`src/rtl/mem_map_pkg.sv`:
```
// Shared types and default memory map for the CPU memory-bus router.
package mem_map_pkg;

    localparam int unsigned ADDR_W = 32;
    localparam int unsigned DATA_W = 32;
    localparam int unsigned BE_W   = 4;

    typedef enum logic [1:0] {
        RESP_OK       = 2'd0,
        RESP_DECODE   = 2'd1,
        RESP_MISALIGN = 2'd2,
        RESP_TIMEOUT  = 2'd3
    } resp_err_t;

    typedef enum logic [1:0] {
        ST_IDLE,
        ST_ISSUE,
        ST_WAIT,
        ST_RESP
    } state_t;

    // Payload driven onto the shared target bus
    typedef struct packed {
        logic [ADDR_W-1:0] addr;
        logic [DATA_W-1:0] wdata;
        logic              we;
        logic [BE_W-1:0]   be;
    } dev_req_t;

    localparam logic [31:0] NVM_BASE     = 32'h0000_0400;
    localparam logic [31:0] NVM_SIZE     = 32'h0037_FC00;
    localparam logic [31:0] BRAM_BASE    = 32'h0038_0400;
    localparam logic [31:0] BRAM_SIZE    = 32'h0001_9000;
    localparam logic [31:0] MMIO_BASE    = 32'h0038_0000;
    localparam logic [31:0] MMIO_SIZE    = 32'h0000_0400;
    localparam logic [31:0] BOOTROM_BASE = 32'h0000_0000;
    localparam logic [31:0] BOOTROM_SIZE = 32'h0000_0400;

    // Region i occupies bits [32*i +: 32]; region 0 is the lowest slice
    localparam logic [127:0] DEFAULT_REGION_BASE = {BOOTROM_BASE, MMIO_BASE, BRAM_BASE, NVM_BASE};
    localparam logic [127:0] DEFAULT_REGION_SIZE = {BOOTROM_SIZE, MMIO_SIZE, BRAM_SIZE, NVM_SIZE};

endpackage

```
`src/rtl/mem_bus_router_if.sv`:
```
// CPU-side and target-side handshake bundle of the memory-bus router.
interface mem_bus_router_if #(
    parameter int unsigned NUM_REGIONS = 4
);
    import mem_map_pkg::*;

    logic                          in_req_valid;
    logic                          out_req_ready;
    logic [ADDR_W-1:0]             in_address;
    logic [DATA_W-1:0]             in_write_data;
    logic                          in_write_en;
    logic [BE_W-1:0]               in_byte_en;
    logic                          out_resp_valid;
    logic                          in_resp_ready;
    logic [DATA_W-1:0]             out_resp_data;
    logic [1:0]                    out_resp_error;
    logic [NUM_REGIONS-1:0]        out_dev_req_valid;
    logic [NUM_REGIONS-1:0]        in_dev_req_ready;
    logic [ADDR_W-1:0]             out_dev_address;
    logic [DATA_W-1:0]             out_dev_write_data;
    logic                          out_dev_write_en;
    logic [BE_W-1:0]               out_dev_byte_en;
    logic [NUM_REGIONS-1:0]        in_dev_resp_valid;
    logic [DATA_W*NUM_REGIONS-1:0] in_dev_read_data;

    modport slave (
        input  in_req_valid, in_address, in_write_data, in_write_en, in_byte_en,
               in_resp_ready, in_dev_req_ready, in_dev_resp_valid, in_dev_read_data,
        output out_req_ready, out_resp_valid, out_resp_data, out_resp_error,
               out_dev_req_valid, out_dev_address, out_dev_write_data,
               out_dev_write_en, out_dev_byte_en
    );

    modport master (
        output in_req_valid, in_address, in_write_data, in_write_en, in_byte_en,
               in_resp_ready, in_dev_req_ready, in_dev_resp_valid, in_dev_read_data,
        input  out_req_ready, out_resp_valid, out_resp_data, out_resp_error,
               out_dev_req_valid, out_dev_address, out_dev_write_data,
               out_dev_write_en, out_dev_byte_en
    );

endinterface

```
`src/rtl/mem_region_decoder.sv`:
```
// Combinational region decode: one-hot hit (lowest index wins) and word offset.
module mem_region_decoder #(
    parameter int unsigned                NUM_REGIONS = 4,
    parameter logic [32*NUM_REGIONS-1:0]  REGION_BASE = '0,
    parameter logic [32*NUM_REGIONS-1:0]  REGION_SIZE = '0
) (
    input  logic [31:0]            address,
    output logic [NUM_REGIONS-1:0] hit_vec_c,
    output logic                   hit_c,
    output logic [31:0]            word_offset_c
);

    logic [NUM_REGIONS-1:0] hit_raw;
    logic [32:0]            diff [NUM_REGIONS];

    // 33-bit subtract: no borrow means addr >= base, and regions may end at 2^32
    for (genvar g = 0; g < NUM_REGIONS; g++) begin : g_region
        localparam logic [32:0] LO = {1'b0, REGION_BASE[32*g +: 32]};
        localparam logic [32:0] SZ = {1'b0, REGION_SIZE[32*g +: 32]};
        assign diff[g]    = {1'b0, address} - LO;
        assign hit_raw[g] = !diff[g][32] && (diff[g] < SZ);
    end

    always_comb begin
        hit_vec_c     = '0;
        word_offset_c = '0;
        hit_c         = |hit_raw;
        for (int i = NUM_REGIONS - 1; i >= 0; i--) begin
            if (hit_raw[i]) begin
                hit_vec_c     = '0;
                hit_vec_c[i]  = 1'b1;
                word_offset_c = {2'b00, diff[i][31:2]};
            end
        end
    end

endmodule

```
`src/rtl/mem_bus_router.sv`:
```
// Single-outstanding CPU memory-bus router with region decode and error completion.
// Optional target timeout enabled by defining MEM_BUS_ROUTER_TIMEOUT_EN.
module mem_bus_router
    import mem_map_pkg::*;
#(
    parameter int unsigned               NUM_REGIONS    = 4,
    parameter logic [32*NUM_REGIONS-1:0] REGION_BASE    = (32*NUM_REGIONS)'(DEFAULT_REGION_BASE),
    parameter logic [32*NUM_REGIONS-1:0] REGION_SIZE    = (32*NUM_REGIONS)'(DEFAULT_REGION_SIZE),
    parameter int unsigned               TIMEOUT_CYCLES = 256
) (
    input  logic             in_clk,
    input  logic             in_rst_n,
    mem_bus_router_if.slave  bus
);

    if (NUM_REGIONS < 1 || NUM_REGIONS > 8) begin : g_bad_regions
        $error("mem_bus_router: NUM_REGIONS must be 1..8");
    end
    if (TIMEOUT_CYCLES < 1) begin : g_bad_timeout
        $error("mem_bus_router: TIMEOUT_CYCLES must be at least 1");
    end

    state_t                 state_q, state_d;
    logic [NUM_REGIONS-1:0] sel_q, sel_d;
    logic [NUM_REGIONS-1:0] strobe_q, strobe_d;
    dev_req_t               dev_q, dev_d;
    logic                   req_ready_q, req_ready_d;
    logic                   resp_valid_q, resp_valid_d;
    logic [DATA_W-1:0]      resp_data_q, resp_data_d;
    resp_err_t              resp_err_q, resp_err_d;

    logic [NUM_REGIONS-1:0] hit_vec_c;
    logic                   hit_c;
    logic [31:0]            word_offset_c;
    logic [DATA_W-1:0]      sel_rdata_c;
    logic                   sel_ready_c;
    logic                   sel_resp_c;

`ifdef MEM_BUS_ROUTER_TIMEOUT_EN
    localparam int unsigned CNT_W = $clog2(TIMEOUT_CYCLES + 1);
    logic [CNT_W-1:0] cnt_q, cnt_d;
`endif

    mem_region_decoder #(
        .NUM_REGIONS (NUM_REGIONS),
        .REGION_BASE (REGION_BASE),
        .REGION_SIZE (REGION_SIZE)
    ) u_decoder (
        .address       (bus.in_address),
        .hit_vec_c     (hit_vec_c),
        .hit_c         (hit_c),
        .word_offset_c (word_offset_c)
    );

    always_ff @(posedge in_clk or negedge in_rst_n) begin
        if (!in_rst_n) begin
            state_q      <= ST_IDLE;
            sel_q        <= '0;
            strobe_q     <= '0;
            dev_q        <= '0;
            req_ready_q  <= 1'b1;
            resp_valid_q <= 1'b0;
            resp_data_q  <= '0;
            resp_err_q   <= RESP_OK;
`ifdef MEM_BUS_ROUTER_TIMEOUT_EN
            cnt_q        <= '0;
`endif
        end else begin
            state_q      <= state_d;
            sel_q        <= sel_d;
            strobe_q     <= strobe_d;
            dev_q        <= dev_d;
            req_ready_q  <= req_ready_d;
            resp_valid_q <= resp_valid_d;
            resp_data_q  <= resp_data_d;
            resp_err_q   <= resp_err_d;
`ifdef MEM_BUS_ROUTER_TIMEOUT_EN
            cnt_q        <= cnt_d;
`endif
        end
    end

    always_comb begin
        state_d      = state_q;
        sel_d        = sel_q;
        strobe_d     = strobe_q;
        dev_d        = dev_q;
        req_ready_d  = req_ready_q;
        resp_valid_d = resp_valid_q;
        resp_data_d  = resp_data_q;
        resp_err_d   = resp_err_q;
`ifdef MEM_BUS_ROUTER_TIMEOUT_EN
        cnt_d        = cnt_q;
`endif

        sel_rdata_c = '0;
        for (int i = 0; i < NUM_REGIONS; i++) begin
            if (sel_q[i]) sel_rdata_c = bus.in_dev_read_data[32*i +: 32];
        end
        sel_ready_c = |(strobe_q & bus.in_dev_req_ready);
        sel_resp_c  = |(sel_q & bus.in_dev_resp_valid);

        case (state_q)
            ST_IDLE: begin
                if (bus.in_req_valid) begin
                    req_ready_d = 1'b0;
                    if (bus.in_address[1:0] != 2'b00) begin
                        state_d      = ST_RESP;
                        resp_valid_d = 1'b1;
                        resp_data_d  = '0;
                        resp_err_d   = RESP_MISALIGN;
                    end else if (!hit_c) begin
                        state_d      = ST_RESP;
                        resp_valid_d = 1'b1;
                        resp_data_d  = '0;
                        resp_err_d   = RESP_DECODE;
                    end else begin
                        state_d     = ST_ISSUE;
                        sel_d       = hit_vec_c;
                        strobe_d    = hit_vec_c;
                        dev_d.addr  = word_offset_c;
                        dev_d.wdata = bus.in_write_data;
                        dev_d.we    = bus.in_write_en;
                        dev_d.be    = bus.in_byte_en;
`ifdef MEM_BUS_ROUTER_TIMEOUT_EN
                        cnt_d       = '0;
`endif
                    end
                end
            end
            ST_ISSUE: begin
                if (sel_ready_c) begin
                    state_d  = ST_WAIT;
                    strobe_d = '0;
                end
            end
            ST_WAIT: begin
                if (sel_resp_c) begin
                    state_d      = ST_RESP;
                    resp_valid_d = 1'b1;
                    resp_data_d  = dev_q.we ? '0 : sel_rdata_c;
                    resp_err_d   = RESP_OK;
                    sel_d        = '0;
                    dev_d        = '0;
                end
            end
            ST_RESP: begin
                if (bus.in_resp_ready) begin
                    state_d      = ST_IDLE;
                    resp_valid_d = 1'b0;
                    resp_data_d  = '0;
                    resp_err_d   = RESP_OK;
                    req_ready_d  = 1'b1;
                end
            end
            default: state_d = ST_IDLE;
        endcase

`ifdef MEM_BUS_ROUTER_TIMEOUT_EN
        // Abort a stalled target; a completion in the same cycle still wins
        if (state_q == ST_ISSUE || state_q == ST_WAIT) begin
            cnt_d = cnt_q + CNT_W'(1);
            if (state_d != ST_RESP && cnt_q == CNT_W'(TIMEOUT_CYCLES - 1)) begin
                state_d      = ST_RESP;
                strobe_d     = '0;
                sel_d        = '0;
                dev_d        = '0;
                resp_valid_d = 1'b1;
                resp_data_d  = '0;
                resp_err_d   = RESP_TIMEOUT;
            end
        end
`endif
    end

    assign bus.out_req_ready      = req_ready_q;
    assign bus.out_resp_valid     = resp_valid_q;
    assign bus.out_resp_data      = resp_data_q;
    assign bus.out_resp_error     = resp_err_q;
    assign bus.out_dev_req_valid  = strobe_q;
    assign bus.out_dev_address    = dev_q.addr;
    assign bus.out_dev_write_data = dev_q.wdata;
    assign bus.out_dev_write_en   = dev_q.we;
    assign bus.out_dev_byte_en    = dev_q.be;

endmodule

```
`src/flat_wrapper.sv`:
```
// flat-port wrapper written by rule: the top's interface ports become plain ports
module mem_bus_router_flat import mem_map_pkg::*;
#(
    parameter int unsigned               NUM_REGIONS    = 4,
    parameter logic [32*NUM_REGIONS-1:0] REGION_BASE    = (32*NUM_REGIONS)'(DEFAULT_REGION_BASE),
    parameter logic [32*NUM_REGIONS-1:0] REGION_SIZE    = (32*NUM_REGIONS)'(DEFAULT_REGION_SIZE),
    parameter int unsigned               TIMEOUT_CYCLES = 256
)
  (in_clk, in_rst_n, bus_in_req_valid, bus_in_address, bus_in_write_data, bus_in_write_en, bus_in_byte_en, bus_in_resp_ready, bus_in_dev_req_ready, bus_in_dev_resp_valid, bus_in_dev_read_data, bus_out_req_ready, bus_out_resp_valid, bus_out_resp_data, bus_out_resp_error, bus_out_dev_req_valid, bus_out_dev_address, bus_out_dev_write_data, bus_out_dev_write_en, bus_out_dev_byte_en);
  mem_bus_router_if #(.NUM_REGIONS(NUM_REGIONS)) bus_i ();
  input  logic in_clk;
  input  logic in_rst_n;
  input wire logic [$bits(bus_i.in_req_valid)-1:0] bus_in_req_valid;
  input wire logic [$bits(bus_i.in_address)-1:0] bus_in_address;
  input wire logic [$bits(bus_i.in_write_data)-1:0] bus_in_write_data;
  input wire logic [$bits(bus_i.in_write_en)-1:0] bus_in_write_en;
  input wire logic [$bits(bus_i.in_byte_en)-1:0] bus_in_byte_en;
  input wire logic [$bits(bus_i.in_resp_ready)-1:0] bus_in_resp_ready;
  input wire logic [$bits(bus_i.in_dev_req_ready)-1:0] bus_in_dev_req_ready;
  input wire logic [$bits(bus_i.in_dev_resp_valid)-1:0] bus_in_dev_resp_valid;
  input wire logic [$bits(bus_i.in_dev_read_data)-1:0] bus_in_dev_read_data;
  output wire logic [$bits(bus_i.out_req_ready)-1:0] bus_out_req_ready;
  output wire logic [$bits(bus_i.out_resp_valid)-1:0] bus_out_resp_valid;
  output wire logic [$bits(bus_i.out_resp_data)-1:0] bus_out_resp_data;
  output wire logic [$bits(bus_i.out_resp_error)-1:0] bus_out_resp_error;
  output wire logic [$bits(bus_i.out_dev_req_valid)-1:0] bus_out_dev_req_valid;
  output wire logic [$bits(bus_i.out_dev_address)-1:0] bus_out_dev_address;
  output wire logic [$bits(bus_i.out_dev_write_data)-1:0] bus_out_dev_write_data;
  output wire logic [$bits(bus_i.out_dev_write_en)-1:0] bus_out_dev_write_en;
  output wire logic [$bits(bus_i.out_dev_byte_en)-1:0] bus_out_dev_byte_en;
  assign bus_i.in_req_valid = bus_in_req_valid;
  assign bus_i.in_address = bus_in_address;
  assign bus_i.in_write_data = bus_in_write_data;
  assign bus_i.in_write_en = bus_in_write_en;
  assign bus_i.in_byte_en = bus_in_byte_en;
  assign bus_i.in_resp_ready = bus_in_resp_ready;
  assign bus_i.in_dev_req_ready = bus_in_dev_req_ready;
  assign bus_i.in_dev_resp_valid = bus_in_dev_resp_valid;
  assign bus_i.in_dev_read_data = bus_in_dev_read_data;
  assign bus_out_req_ready = bus_i.out_req_ready;
  assign bus_out_resp_valid = bus_i.out_resp_valid;
  assign bus_out_resp_data = bus_i.out_resp_data;
  assign bus_out_resp_error = bus_i.out_resp_error;
  assign bus_out_dev_req_valid = bus_i.out_dev_req_valid;
  assign bus_out_dev_address = bus_i.out_dev_address;
  assign bus_out_dev_write_data = bus_i.out_dev_write_data;
  assign bus_out_dev_write_en = bus_i.out_dev_write_en;
  assign bus_out_dev_byte_en = bus_i.out_dev_byte_en;
  mem_bus_router #(.NUM_REGIONS(NUM_REGIONS), .REGION_BASE(REGION_BASE), .REGION_SIZE(REGION_SIZE), .TIMEOUT_CYCLES(TIMEOUT_CYCLES)) u_core (.in_clk(in_clk), .in_rst_n(in_rst_n), .bus(bus_i));
endmodule
```
`config.mk`:
```
export PLATFORM = sky130hd
export DESIGN_NAME = mem_bus_router_flat
export DESIGN_NICKNAME = d
export VERILOG_FILES = /design/src/rtl/mem_map_pkg.sv /design/src/rtl/mem_bus_router_if.sv /design/src/rtl/mem_region_decoder.sv /design/src/rtl/mem_bus_router.sv /design/src/flat_wrapper.sv
export SDC_FILE = /design/constraint.sdc
export NUM_CORES = 1
export LEC_CHECK = 0
export BUFFER_PORTS_ARGS = -buffer_cell sky130_fd_sc_hd__buf_2
export CORE_MARGIN = 1.5
export CORE_UTILIZATION = 43
export DETAILED_ROUTE_END_ITERATION = 8
export HOLD_SLACK_MARGIN = 0.03
export PLACE_DENSITY = 0.78
export SYNTH_ARGS = -nofsm -noshare
export SYNTH_HDL_FRONTEND = slang
export SYNTH_SLANG_ARGS = --single-unit
```
`constraint.sdc`:
```
create_clock -name in_clk -period 2.59 [get_ports in_clk]
set_clock_uncertainty 0.15 [all_clocks]
set_input_delay 0.1295 -clock in_clk [delete_from_list [all_inputs] [get_ports in_clk]]
set_output_delay 0.1295 -clock in_clk [all_outputs]
set_load 0.005 [all_outputs]
```
* Word-level counts from Yosys, hierarchy flattened
Index checks and enable logic that the tools add are counted.
W data, S select, Z words.
** Operators by class
- Add/sub/neg operators :: 3
- Multipliers :: 0
- Div/mod/pow operators :: 0
- Order comparisons :: 4
- Eq/ne operators :: 10
- Shift operators :: 0
- Muxes and demuxes :: 52
- Bitwise operators :: 2
- Reduce and logical (&&, ||, !) cells :: 20
** Operator list (count)
- $mux W32 :: 13
- $mux W69 :: 4
- $pmux W69 S2 :: 1
- $pmux W32 S3 :: 1
- $sub A32 B22 Y33 const B :: 2
- $mux W4 :: 9
- $lt A33 B11 Y1 const B :: 1
- $lt A33 B17 Y1 const B :: 1
- $lt A33 B22 Y1 const B :: 1
- $sub A32 B11 Y33 const B :: 1
- $lt A32 B11 Y1 const B :: 1
- $mux W30 :: 1
- $mux W2 :: 10
- $pmux W4 S2 :: 2
- $reduce_and A5 Y1 :: 3
- $reduce_or A4 Y1 :: 3
- $and A4 B4 Y4 :: 2
- $pmux W2 S4 :: 1
- $reduce_bool A2 Y1 :: 4
- $mux W1 :: 7
- $ne A2 B1 Y1 const B :: 3
- $ne A2 B2 Y1 const B :: 3
- $pmux W2 S3 :: 1
- $eq A2 B2 Y1 const B :: 2
- 10 further kinds :: 14
** Word-level totals
- Flip-flop bits (word level) :: 115
- Bits in latches :: 0
- Bits in writable memories :: 0
- Bits in read-only memories :: 0
- Input bits :: 209
- Output and inout port bits :: 109
- Memories :: 0

* Logic depth before layout (Yosys ltp)
- Word-level depth :: 10
- Mapped depth :: 16

* Modules after synthesis
From an unflattened synthesis, not the netlist that was laid out.
** Second synthesis, totals
- Cell total of the unflattened synthesis :: 634
- Area, all modules :: 6613.8 um2
** By module, submodules not included
- mem_bus_router :: times used 1, cells an instance 443, area each 5295.1 um2, seq. area each 2879.0 um2
- mem_region_decoder :: times used 1, cells an instance 191, area each 1318.8 um2, seq. area each 0.0 um2

* Worst setup path after synthesis
Ideal clock, no wire load.
- Kind :: in2reg
- Start point :: input bus_in_address[10]
- End point :: register u_core.resp_err_q[0] (netlist: u_core.bus.out_resp_error[0])
- Library setup time :: 0.128 ns
- Data arrival time :: 3.477 ns
- Required time :: 2.312 ns
- Setup slack :: -1.165 ns
- Cell stages on the path :: 14
- Cells stage by stage :: clkbuf_1 inv_1 ha_1 buf_2 nor3b_1 nand3_1 nor4_1 xor2_1 or3_1 or4_1 and3_1 buf_6 o21ai_4 mux2_1
** On the way
- Cells in the longest elaborated chain, start to end :: 6
- Elaborated cells on any way between the ends :: 16
- Classes of those cells :: add/sub: 3; order compare: 4; eq/ne: 1; reduce/logical: 8
** Ends and longest elaborated chain
- start: declaration :: line flat_wrapper.sv:14 : input wire logic [$bits(bus_i.in_address)-1:0] bus_in_address;
- $sub A32 B11 Y33 or $sub A32 B22 Y33 (tied branches) :: line mem_region_decoder.sv:20 : assign diff[g] = {1'b0, address} - LO;
- $lt A33 B22 Y1, or another cell as far along :: line mem_region_decoder.sv:21 : assign hit_raw[g] = !diff[g][32] && (diff[g] < SZ);
- $logic_and A1 B1 Y1 :: line mem_region_decoder.sv:21
- $reduce_or A4 Y1 * :: line mem_region_decoder.sv:27 : hit_c = |hit_raw;
- $ne A3 B3 Y1 (no line) *
- $reduce_and A5 Y1 (no line) *
- end signal: assignment :: line mem_bus_router.sv:76 : resp_err_q <= resp_err_d;
- end: declaration :: line mem_bus_router.sv:30 : resp_err_t resp_err_q, resp_err_d;
Mark *: on every way between the ends. The rest lies on a longest branch, timed or not.
A chain may end at the register's enable or synchronous reset.

* Final worst setup path
- Start point :: input bus_in_address[16]
- End point :: register u_core.resp_data_q[22] (netlist: u_core.bus.out_resp_data[22])
** On the way
- Cells in the longest elaborated chain, start to end :: 6
- Elaborated cells on any way between the ends :: 16
- Classes of those cells :: add/sub: 3; order compare: 4; eq/ne: 1; reduce/logical: 8
** Ends and longest elaborated chain
- $sub A32 B11 Y33 or $sub A32 B22 Y33 (tied branches) :: line mem_region_decoder.sv:20
- $lt A33 B22 Y1, or another cell as far along :: line mem_region_decoder.sv:21
- $logic_and A1 B1 Y1 :: line mem_region_decoder.sv:21
- $reduce_or A4 Y1 * :: line mem_region_decoder.sv:27
- $ne A3 B3 Y1 (no line) *
- $reduce_and A5 Y1 (no line) *
- end signal: assignment :: line mem_bus_router.sv:75 : resp_data_q <= resp_data_d;
- end: declaration :: line mem_bus_router.sv:29 : logic [DATA_W-1:0] resp_data_q, resp_data_d;
Marks and branches as above.

==> impl_metrics.py <==
metrics = {
    "synthesis": {
        "avgSynthCellArea_sq_um": 8.752,
        "yosys.area.top_type": "dfrtp_1",
        "synth_top_cell_area_share_pct": 41.27,
        "syn_area_sq_um": 6792,
        "synth_seq_cells": 113,
        "yosysMostFrequentCell": "dfrtp_1",
        "synth-edff-count": 0,
        "ys_types": 77,
        "synth_area_leaders": "dfrtp_1 (41%), a21oi_1 (5.7%), nor2_1 (4.5%), nand2_1 (3.9%), nand2b_1 (3.9%)",
        "yosysWarnings": 0,
        "ys_async_sr_fraction_pct": 100.0,
        "ys.flop_type": "dfrtp_1",
        "synthCells": 776,
        "synth_commonest_cells": "dfrtp_1 (112), nor2_1 (82), a21oi_1 (78)",
        "ys_seq_area_share_pct": 41.65,
    },
    "floorplanning": {
        "initial_core_util_pct": 44.35,
        "die_w_um": 128.7,
        "core_sq_um": 15310,
        "ioPinCount": 318,
        "dieHeight_um": 128.7,
        "dieArea_sq_um": 16560,
        "rows": 45,
    },
    "sta": {
        "fin_crit_ns": 2.958,
        "rsz0062_at_grt": "yes",
        "fin_crit_sh_pct": 114.2,
        "tightest_slew_ns": 1.399,
        "holdWs_ns": 0.04705,
        "setup_viol": 111,
        "relSlewSlack_pct": 6.310,
        "drv_slew": 0,
        "hold_viol": 0,
        "finalWorstSetupSlack_ns": -0.3676,
        "clock.fmax_mhz": 338.1,
    },
    "cts": {
        "clockBufferDepth": 2,
        "htree_levels": 4,
        "numClockSinks": 113,
        "clk_pin_slew_ns": 0.06,
        "clock_latency_ns": 0.42,
        "cts_root_buf": "clkbuf_16",
        "cts_tree": "done",
        "cts_buffers": 17,
    },
    "placement": {
        "numPortBuffers": 315,
        "dp_hpwl_um": 18020,
        "place_congestion": 0.9357,
    },
    "worst_setup_path": {
        "cpMaxStageDelayCell": "or4_4",
        "crit_arrival_ns": 3.10,
        "required_ns": 2.73,
        "critical_path_class": "primary input to flop",
        "worst_path_largest_cell_delay_ns": 0.55,
        "critPathTopFamily": "simple AND/OR/NAND/NOR gates",
        "cp_max_fo": 6,
        "cp-end-kind": "flop",
        "cp-start-kind": "primary input",
        "cp_cell_sequence": "buf_6, or4_4, or3_4, nor4_4, xor2_1, or3_4, or4_4, and3_4, o2111ai_4, buf_12, clkbuf_16, o2bb2ai_4",
        "crit_buf_inv": 3,
    },
    "global_route": {
        "grt_pass1_wl_um": 43570,
        "antenna_found_initial": 4,
        "grt_overflow": 0,
        "track_usage_pct": 33.80,
        "grt_max_degree": 66,
        "grt_pass1_vias": 8362,
    },
    "power_and_ir_drop": {
        "power.density_nw_per_um2": 674.3,
        "vdd_drop_max_mv": 0.5871,
        "power.leakage_nw": 5.939,
    },
    "drt": {
        "ant_nets": 0,
        "vias": 8785,
        "post_drt_wl_per_cell_um": 20.74,
        "drtIter0Drc": 720,
        "totalWireLength_um": 31690,
        "drc_errors": 0,
        "dr.pass1.iters": 8,
        "avgViaCountPerCell": 5.749,
    },
    "finish": {
        "final_core_util_pct": 80.35,
        "nets": 1516,
        "drive_gt1_share_pct": 46.19,
        "areaGrowthSynthToFinish_pct": 81.19,
    },
    "hold_path": {
        "hp-class": "primary input to flop",
    },
    "outcome": {
        "violations": "negative setup slack",
        "status": "complete, but fails checks",
    },
    "job": {
        "cap_violations": 0,
    },
}
-- layer usage --
layer  wire length (um)  up-vias  global-route usage (%)
met5                 13        -                       0
met1              11730     4160                   39.90
met3               2792      142                   8.981
met4               1577        2                   16.59
li1                   -     3891                       -
met2              15570      590                   57.19
-- worst reg2reg max path, delay by kind of cell (launching register included) --
kind             cells  cell delay, ns
AND/OR/NAND/NOR      3            1.64
flip-flops           1            0.41
AO/OA/AOI/OAI        4            0.59
-- final cells by class --
type / instances / area, sq um
antenna: 5 / 12.51
clock inverter: 15 / 150.1
sequential: 113 / 2831
clock buffer: 17 / 425.4
inverter: 19 / 71.32
fill: 907 / 3009
timing repair buffer: 572 / 4270
multi-input combinational: 576 / 4280
tap: 211 / 264.0
-- stage by stage --
stage               setup WS, ns  total power [W]  setup TNS (ns)  area, sq um  cells
floorplan                -0.9181         0.003689          -84.76         7013    777
global placement         -0.7591         0.004723          -69.69         9499   1352
detailed placement       -0.8213         0.004798          -73.94         9499   1352
CTS                      -0.3222         0.007545          -20.40        11500   1504
global route             -0.4306         0.008624          -37.96        12300   1526
finish                   -0.3676         0.008298          -29.31        12310   1528
-- registers in the layout (all words and copies together), names as in the netlist --
name	count
u_core.bus.out_dev_address	30
u_core.bus.out_dev_byte_en	4
u_core.bus.out_dev_req_valid	4
u_core.state_q	2
u_core.bus.out_resp_data	32
u_core.bus.out_dev_write_data	32
u_core.bus.out_resp_error	2
u_core.sel_q	4
u_core.bus.out_resp_valid	1
u_core.bus.out_req_ready	1
u_core.bus.out_dev_write_en	1
-- final timing paths --
check / startpoint / endpoint / slack, ns / cells past startpoint
worst max register to register: u_core.sel_q[0] / u_core.bus.out_resp_data[21] / -0.27 / 7
worst max-delay path: bus_in_address[16] / u_core.bus.out_resp_data[22] / -0.37 / 12
min in group asynchronous: in_rst_n / u_core.bus.out_dev_write_data[24] / 0.11 / 2
worst min-delay path: bus_in_dev_read_data[78] / u_core.bus.out_resp_data[14] / 0.05 / 5
worst min register to register: u_core.bus.out_dev_write_data[22] / u_core.bus.out_dev_write_data[22] / 0.33 / 2
max in group asynchronous: in_rst_n / u_core.bus.out_dev_write_data[18] / 1.44 / 3
-- power by group --
| part | switching [W] | internal [W] |
|---|---|---|
| combinational | 0.00186 | 0.00168 |
| clock | 0.000961 | 0.00135 |
| sequential | 0.000312 | 0.00214 |
| total | 0.00313 | 0.00517 |
-- logic make-up (layout without fill, tap and decap cells) --
group / Yosys count / after routing / synth area share (%)
AO/OA/AOI/OAI: 273 / 273 / 28.68
XOR/XNOR: 9 / 9 / 1.161
adder cells (fa/ha/maj): 8 / 8 / 1.474
buffers and inverters: 88 / 623 / 5.951
flip-flops: 113 / 113 / 41.65
multiplexers: 4 / 4 / 0.6080
other: 1 / 7 / 0.05522
AND/OR/NAND/NOR: 280 / 280 / 20.41
-- cells in the final DEF (no fill, tap or decap), types with 12 or more instances in the layout --
cell           instances
inv_1                 19
o21ai_0               12
o2bb2ai_2             21
a21oi_1               76
nor3_1                15
dfrtp_1              110
nor2_1                80
o21ai_1               28
nand2_1               52
buf_4                106
a22o_1                12
clkbuf_16             30
buf_12                12
dlygate4sd3_1        112
and2_1                12
nand2_2               17
buf_2                312
nand2b_1              42
a22oi_1               31
-- what timing repair did --
item,in CTS,in global routing
pin swaps,13,36
buffers inserted,6,6
endpoints found under the setup margin,111,111
hold endpoints to repair,134,0
gates resized for setup,41,113
gates cloned,2,16
hold buffers,112,0
Power figures use the tool's default switching activity.
